[config.mk]
export PLATFORM = sky130hd
export DESIGN_NAME = mips_pc_sequencer_flat
export DESIGN_NICKNAME = d
export VERILOG_FILES = /design/src/rtl/mips_pc_sequencer_if.sv /design/src/rtl/mips_pc_sequencer.sv /design/src/flat_wrapper.sv
export SDC_FILE = /design/constraint.sdc
export NUM_CORES = 1
export LEC_CHECK = 0
export ABC_AREA = 1
export BUFFER_PORTS_ARGS = -buffer_cell sky130_fd_sc_hd__buf_2
export CORE_MARGIN = 5
export CORE_UTILIZATION = 45
export CTS_CLUSTER_DIAMETER = 40
export DETAILED_ROUTE_END_ITERATION = 6
export HOLD_SLACK_MARGIN = 0.12
export PLACE_DENSITY = 0.69
export RECOVER_POWER = 100
export SYNTH_ARGS = -nofsm -noshare
export SYNTH_HDL_FRONTEND = slang
export SYNTH_SLANG_ARGS = --single-unit
[constraint.sdc]
create_clock -name clk -period 5.2 [get_ports clk]
set_clock_uncertainty 0.15 [all_clocks]
set_input_delay 0.78 -clock clk [delete_from_list [all_inputs] [get_ports clk]]
set_output_delay 0.78 -clock clk [all_outputs]
set_load 0.01 [all_outputs]
[src/rtl/mips_pc_sequencer_if.sv]
// Decode/control-side requests and fetch-side outputs of the MIPS PC sequencer.
// The master drives requests and operands; the slave is the sequencer itself.
interface mips_pc_sequencer_if;
    logic        CntEn;
    logic        is_branch;
    logic [1:0]  PCControl;
    logic [31:0] read_data_1;
    logic [31:0] signed_offset;
    logic [25:0] target;
    logic        exc_req;
    logic [31:0] pc;
    logic [31:0] link_addr;
    logic        in_delay;
    logic [31:0] epc;
    logic        exc_bd;
    logic        addr_fault;
    logic [31:0] badvaddr;

    modport master (
        output CntEn, is_branch, PCControl, read_data_1, signed_offset, target, exc_req,
        input  pc, link_addr, in_delay, epc, exc_bd, addr_fault, badvaddr
    );

    modport slave (
        input  CntEn, is_branch, PCControl, read_data_1, signed_offset, target, exc_req,
        output pc, link_addr, in_delay, epc, exc_bd, addr_fault, badvaddr
    );
endinterface

[src/rtl/mips_pc_sequencer.sv]
// MIPS program-counter sequencer: branch target resolution, 0-2 branch delay slots,
// alignment faults and exception redirect with EPC/branch-delay bookkeeping.
module mips_pc_sequencer #(
    parameter logic [31:0] RESET_VECTOR = 32'hBFC00000,
    parameter logic [31:0] EXC_VECTOR   = 32'hBFC00380,
    parameter int unsigned DELAY_SLOTS  = 1,
    parameter bit          ALIGN_CHECK  = 1'b1
) (
    input logic                clk,
    input logic                rst,
    mips_pc_sequencer_if.slave bus
);

    if (DELAY_SLOTS > 2) begin : gen_bad_delay_slots
        $error("mips_pc_sequencer: DELAY_SLOTS must be 0, 1 or 2");
    end

    localparam logic [1:0]  SlotsInit = 2'(DELAY_SLOTS);
    localparam logic [2:0]  SlotsW    = 3'(DELAY_SLOTS);
    localparam logic [31:0] LinkOff   = 32'((DELAY_SLOTS + 1) * 4);

    typedef enum logic [0:0] {StRun, StDelay} state_e;

    state_e      state_q, state_d;
    logic [1:0]  slots_q, slots_d;
    logic [31:0] tgt_q, tgt_d;
    logic [31:0] pc_q, pc_d;
    logic [31:0] epc_q, epc_d;
    logic        exc_bd_q, exc_bd_d;
    logic        addr_fault_q, addr_fault_d;
    logic [31:0] badvaddr_q, badvaddr_d;

    logic [31:0] pc_plus4;
    logic [31:0] br_tgt;
    logic        br_valid;
    logic        redir;
    logic [31:0] redir_tgt;
    logic [2:0]  bd_words;
    logic [31:0] bd_back;

    assign pc_plus4 = pc_q + 32'd4;
    assign br_valid = bus.is_branch && (bus.PCControl != 2'b11);
    // Distance back from the current pc to the branch that opened the delay window.
    assign bd_words = SlotsW - {1'b0, slots_q} + 3'd1;
    assign bd_back  = {27'd0, bd_words, 2'b00};

    always_comb begin
        br_tgt = pc_plus4;
        case (bus.PCControl)
            2'b00:   br_tgt = pc_plus4 + (bus.signed_offset << 2);
            2'b01:   br_tgt = {pc_plus4[31:28], bus.target, 2'b00};
            2'b10:   br_tgt = bus.read_data_1;
            default: br_tgt = pc_plus4;
        endcase
    end

    always_ff @(posedge clk or posedge rst) begin
        if (rst) begin
            state_q      <= StRun;
            slots_q      <= 2'd0;
            tgt_q        <= 32'd0;
            pc_q         <= RESET_VECTOR;
            epc_q        <= 32'd0;
            exc_bd_q     <= 1'b0;
            addr_fault_q <= 1'b0;
            badvaddr_q   <= 32'd0;
        end else begin
            state_q      <= state_d;
            slots_q      <= slots_d;
            tgt_q        <= tgt_d;
            pc_q         <= pc_d;
            epc_q        <= epc_d;
            exc_bd_q     <= exc_bd_d;
            addr_fault_q <= addr_fault_d;
            badvaddr_q   <= badvaddr_d;
        end
    end

    always_comb begin
        state_d      = state_q;
        slots_d      = slots_q;
        tgt_d        = tgt_q;
        pc_d         = pc_q;
        epc_d        = epc_q;
        exc_bd_d     = exc_bd_q;
        badvaddr_d   = badvaddr_q;
        addr_fault_d = 1'b0;
        redir        = 1'b0;
        redir_tgt    = tgt_q;

        if (bus.exc_req) begin
            // Exceptions ignore CntEn and drop any pending or same-cycle branch.
            pc_d    = EXC_VECTOR;
            state_d = StRun;
            slots_d = 2'd0;
            if (state_q == StDelay) begin
                epc_d    = pc_q - bd_back;
                exc_bd_d = 1'b1;
            end else begin
                epc_d    = pc_q;
                exc_bd_d = 1'b0;
            end
        end else if (bus.CntEn) begin
            case (state_q)
                StRun: begin
                    if (br_valid) begin
                        if (DELAY_SLOTS == 0) begin
                            redir     = 1'b1;
                            redir_tgt = br_tgt;
                        end else begin
                            tgt_d   = br_tgt;
                            slots_d = SlotsInit;
                            pc_d    = pc_plus4;
                            state_d = StDelay;
                        end
                    end else begin
                        pc_d = pc_plus4;
                    end
                end
                StDelay: begin
                    if (slots_q > 2'd1) begin
                        slots_d = slots_q - 2'd1;
                        pc_d    = pc_plus4;
                    end else begin
                        redir     = 1'b1;
                        redir_tgt = tgt_q;
                        slots_d   = 2'd0;
                        state_d   = StRun;
                    end
                end
                default: state_d = StRun;
            endcase
        end

        if (redir) begin
            if (ALIGN_CHECK && (redir_tgt[1:0] != 2'b00)) begin
                pc_d         = EXC_VECTOR;
                addr_fault_d = 1'b1;
                badvaddr_d   = redir_tgt;
                epc_d        = redir_tgt;
                exc_bd_d     = 1'b0;
            end else begin
                pc_d = redir_tgt;
            end
        end
    end

    always_comb begin
        bus.pc         = pc_q;
        bus.link_addr  = pc_q + LinkOff;
        bus.in_delay   = (state_q == StDelay);
        bus.epc        = epc_q;
        bus.exc_bd     = exc_bd_q;
        bus.addr_fault = addr_fault_q;
        bus.badvaddr   = badvaddr_q;
    end

endmodule

[src/flat_wrapper.sv]
// flat-port wrapper written by rule: the top's interface ports become plain ports
module mips_pc_sequencer_flat 
#(
    parameter logic [31:0] RESET_VECTOR = 32'hBFC00000,
    parameter logic [31:0] EXC_VECTOR   = 32'hBFC00380,
    parameter int unsigned DELAY_SLOTS  = 1,
    parameter bit          ALIGN_CHECK  = 1'b1
)
  (clk, rst, bus_CntEn, bus_is_branch, bus_PCControl, bus_read_data_1, bus_signed_offset, bus_target, bus_exc_req, bus_pc, bus_link_addr, bus_in_delay, bus_epc, bus_exc_bd, bus_addr_fault, bus_badvaddr);
  mips_pc_sequencer_if bus_i ();
  input logic clk;
  input logic rst;
  input wire logic [$bits(bus_i.CntEn)-1:0] bus_CntEn;
  input wire logic [$bits(bus_i.is_branch)-1:0] bus_is_branch;
  input wire logic [$bits(bus_i.PCControl)-1:0] bus_PCControl;
  input wire logic [$bits(bus_i.read_data_1)-1:0] bus_read_data_1;
  input wire logic [$bits(bus_i.signed_offset)-1:0] bus_signed_offset;
  input wire logic [$bits(bus_i.target)-1:0] bus_target;
  input wire logic [$bits(bus_i.exc_req)-1:0] bus_exc_req;
  output wire logic [$bits(bus_i.pc)-1:0] bus_pc;
  output wire logic [$bits(bus_i.link_addr)-1:0] bus_link_addr;
  output wire logic [$bits(bus_i.in_delay)-1:0] bus_in_delay;
  output wire logic [$bits(bus_i.epc)-1:0] bus_epc;
  output wire logic [$bits(bus_i.exc_bd)-1:0] bus_exc_bd;
  output wire logic [$bits(bus_i.addr_fault)-1:0] bus_addr_fault;
  output wire logic [$bits(bus_i.badvaddr)-1:0] bus_badvaddr;
  assign bus_i.CntEn = bus_CntEn;
  assign bus_i.is_branch = bus_is_branch;
  assign bus_i.PCControl = bus_PCControl;
  assign bus_i.read_data_1 = bus_read_data_1;
  assign bus_i.signed_offset = bus_signed_offset;
  assign bus_i.target = bus_target;
  assign bus_i.exc_req = bus_exc_req;
  assign bus_pc = bus_i.pc;
  assign bus_link_addr = bus_i.link_addr;
  assign bus_in_delay = bus_i.in_delay;
  assign bus_epc = bus_i.epc;
  assign bus_exc_bd = bus_i.exc_bd;
  assign bus_addr_fault = bus_i.addr_fault;
  assign bus_badvaddr = bus_i.badvaddr;
  mips_pc_sequencer #(.RESET_VECTOR(RESET_VECTOR), .EXC_VECTOR(EXC_VECTOR), .DELAY_SLOTS(DELAY_SLOTS), .ALIGN_CHECK(ALIGN_CHECK)) u_core (.clk(clk), .rst(rst), .bus(bus_i));
endmodule
==> metrics.yaml <==
flow_run:
  cap_violations: 3
logic_synthesis:
  syn_avg_cell_area_um2: 7.01
  ys_async_sr_fraction: 1.00
  syn_area_um2: 10200
  postSynthCellCount: 1461
  yosysWarnings: 0
  syn_nets: 1603
  synth.largest_area_cell: "dfrtp_1"
  yosysTopAreaCellShare: 0.303
  synth_common_cells: "nand2_1 (414), nor2_1 (147), inv_1 (146), dfrtp_1 (124), a21oi_1 (90)"
  synth_enable_flop_cells: 0
  ys_types: 51
  ys_ff_latch: 133
  yosysMostFrequentCell: "nand2_1"
  yosysSeqAreaShare: 0.326
  ys_top_cells_by_area: "dfrtp_1 (30%), nand2_1 (15%), nor2_1 (5.4%)"
  ys.flop_type: "dfrtp_1"
clock_tree:
  ctsHoldBuffers: 0
  ctsResizeCount: 0
  cts-root-buf: "clkbuf_16"
  clkSinkCount: 133
  clk_pin_slew_ns: 0.06
  post_cts_buffers: 0
  cts_buffers: 17
  clk-insertion-delay-late_ns: 0.43
  cts_max_path_buffers: 2
  cts-htree-levels: 4
  cts_tree: "done"
timing:
  finalWorstSetupSlack_ns: 0.748
  slew_headroom: -0.599
  final-setup-viol-count: 0
  fin_crit_ns: 4.45
  slew_violations: 118
  fin_tns_setup_ns: 0
  worst_slew_pin_slew_ns: 2.38
  clock.fmax_mhz: 225
  hold_viol: 0
  period_share: 0.856
  grt_setup_unrepaired: "false"
  whs_ns: 0.325
place:
  place_congestion: 0.970
  placed_cell_area_um2: 11500
  pre_cts_ws_ns: 1.21
  port_buffers: 225
  dpl.hpwl_mm: 30.0
grt:
  grt_overflow_total: 0
  grt_max_degree: 53
  grt_use_total: 0.292
  grt_pass1_vias: 10432
  grt_pass1_wl_mm: 59.3
  antenna_found_initial: 1
layout:
  fin_area_um2: 11900
  multi_input_area_um2: 5940
  nNetsFinal: 1799
  area.sequential_um2: 3340
  nFillCells: 2333
  drive_gt1_frac: 0.125
  diodes: 0
  area.growth.synth_to_final_pct: 16.4
drt:
  vias_per_cell: 5.49
  wire_per_inst_um: 19.5
  vias: 10736
  drc: 0
  drt_wl_total_mm: 38.1
  drtIter0Drc: 1096
  firstDrtPassIters: 6
  ant_nets: 0
critical_path:
  worstPathArrival_ns: 4.62
  crit_top_cell: "nand2_1"
  reg2reg_depth: 17
  crit_slowest_cell: "nor2_1"
  cp-start-kind: "flip-flop"
  crit_chain: "ha_1 -> nand3_1 -> nor2_1 -> nand2_4 -> nor2_2 -> xor2_1 -> ha_1 -> a21oi_1 -> o21ai_0 -> inv_1 -> nand3_1 -> nand2_1 -> nand3b_1 -> nand3_1 -> nand2_1 -> nand2_1 -> nand2_1"
  required_ns: 5.37
  crit_type: "flip-flop to flip-flop"
  max_stage_delay_ns: 0.57
  critPathMaxFanout: 6
  critPathCaptureType: "flip-flop"
pwr:
  ir_drop_mv: 0.211
  leakage_nw: 5.87
  p_per_area_nw_per_um2: 335
  total_power_w: 0.00399
die:
  rows: 55
  initial_core_util: 0.455
  die_area_um2: 25900
  io_pins: 228
  die_h_um: 161
  placeableCoreArea_um2: 22500
  die_w_um: 161
outcome:
  violations: "capacitance limit, slew limit"
  outcome: "finished with violations"
worst_hold_path:
  hold_path_class: "flip-flop to flip-flop"
  worstHoldPathCells: 2
-- cell type report --
class	count	area share
multi-input combinational	1110	0.498
clock inverter	9	0.0146
tap	285	0.0299
clock buffer	23	0.0392
sequential	133	0.280
timing repair buffer	234	0.0870
inverter	161	0.0508
-- critical path: cells and delay by family (launching register included) --
family / cells / cell delay [ns]
xor gates and xnor gates: 1 / 0.44
buffers and inverters: 1 / 0.10
and+or+nand+nor: 11 / 1.97
DFF: 1 / 0.56
AOI/OAI and AO/OA: 2 / 0.43
adders and majority gates: 2 / 0.66
-- metal layers --
layer  wire, µm  vias up  track usage
met4        936        2       0.0748
met3       2810       64       0.0508
met1      17200     5046        0.416
met5         20        -            0
li1           -     5178            -
met2      17200      446        0.463
-- layout by cell type, fill, tap and decap left out, drive strengths merged, types with 16 or more instances in the layout --
cell	synthesis	routed
nor3	25	25
ha	43	43
inv	159	158
a22oi	27	27
dfrtp	124	124
nand2	431	431
nand3	92	92
buf	35	114
o21ai	72	72
xor2	64	64
a21oi	91	91
clkbuf	22	143
a221oi	16	16
nor2	169	169
-- logic make-up after synthesis --
group	Yosys count	share of synthesized area
AOI/OAI and AO/OA	251	0.149
xor gates and xnor gates	64	0.0555
adders and majority gates	45	0.0565
buffers and inverters	218	0.0871
DFF	133	0.326
and+or+nand+nor	750	0.326
-- path summary, 6_finish.rpt --
kind / startpoint / slack, ns / endpoint
worst max-delay path: u_core.bus.pc[3] / 0.75 / u_core.tgt_q[22]
worst min-delay path: u_core.bus.badvaddr[23] / 0.33 / u_core.bus.badvaddr[23]
worst max register to register: u_core.bus.pc[3] / 0.75 / u_core.tgt_q[22]
worst min register to register: u_core.bus.badvaddr[23] / 0.33 / u_core.bus.badvaddr[23]
max in group asynchronous: rst / 2.16 / u_core.bus.epc[3]
min in group asynchronous: rst / 0.84 / u_core.bus.badvaddr[22]
-- state kept, by name, indices dropped and copies added, names as in the netlist --
name and flops:
u_core.tgt_q 32, u_core.slots_q 2, u_core.bus.addr_fault 1, u_core.bus.in_delay 1, u_core.bus.epc 32, u_core.bus.exc_bd 1, u_core.bus.badvaddr 32, u_core.bus.pc 32
-- through the flow --
stage | cells | util
after floorplan | 1461 | -
after CTS | 1955 | 0.540
after global routing | 1955 | 0.530
after detailed placement | 1923 | 0.511
after global placement | 1923 | 0.511
final | 1955 | 0.530
-- power breakdown --
part | switching [W] | total, W | leakage, nW | internal [W]
Clock | 0.000465 | 0.00134 | 0.315 | 0.000875
Combinational | 0.000791 | 0.00119 | 3.98 | 0.000403
Sequential | 0.000219 | 0.00146 | 1.57 | 0.00124
No activity file was read; power rests on OpenSTA's default activity.
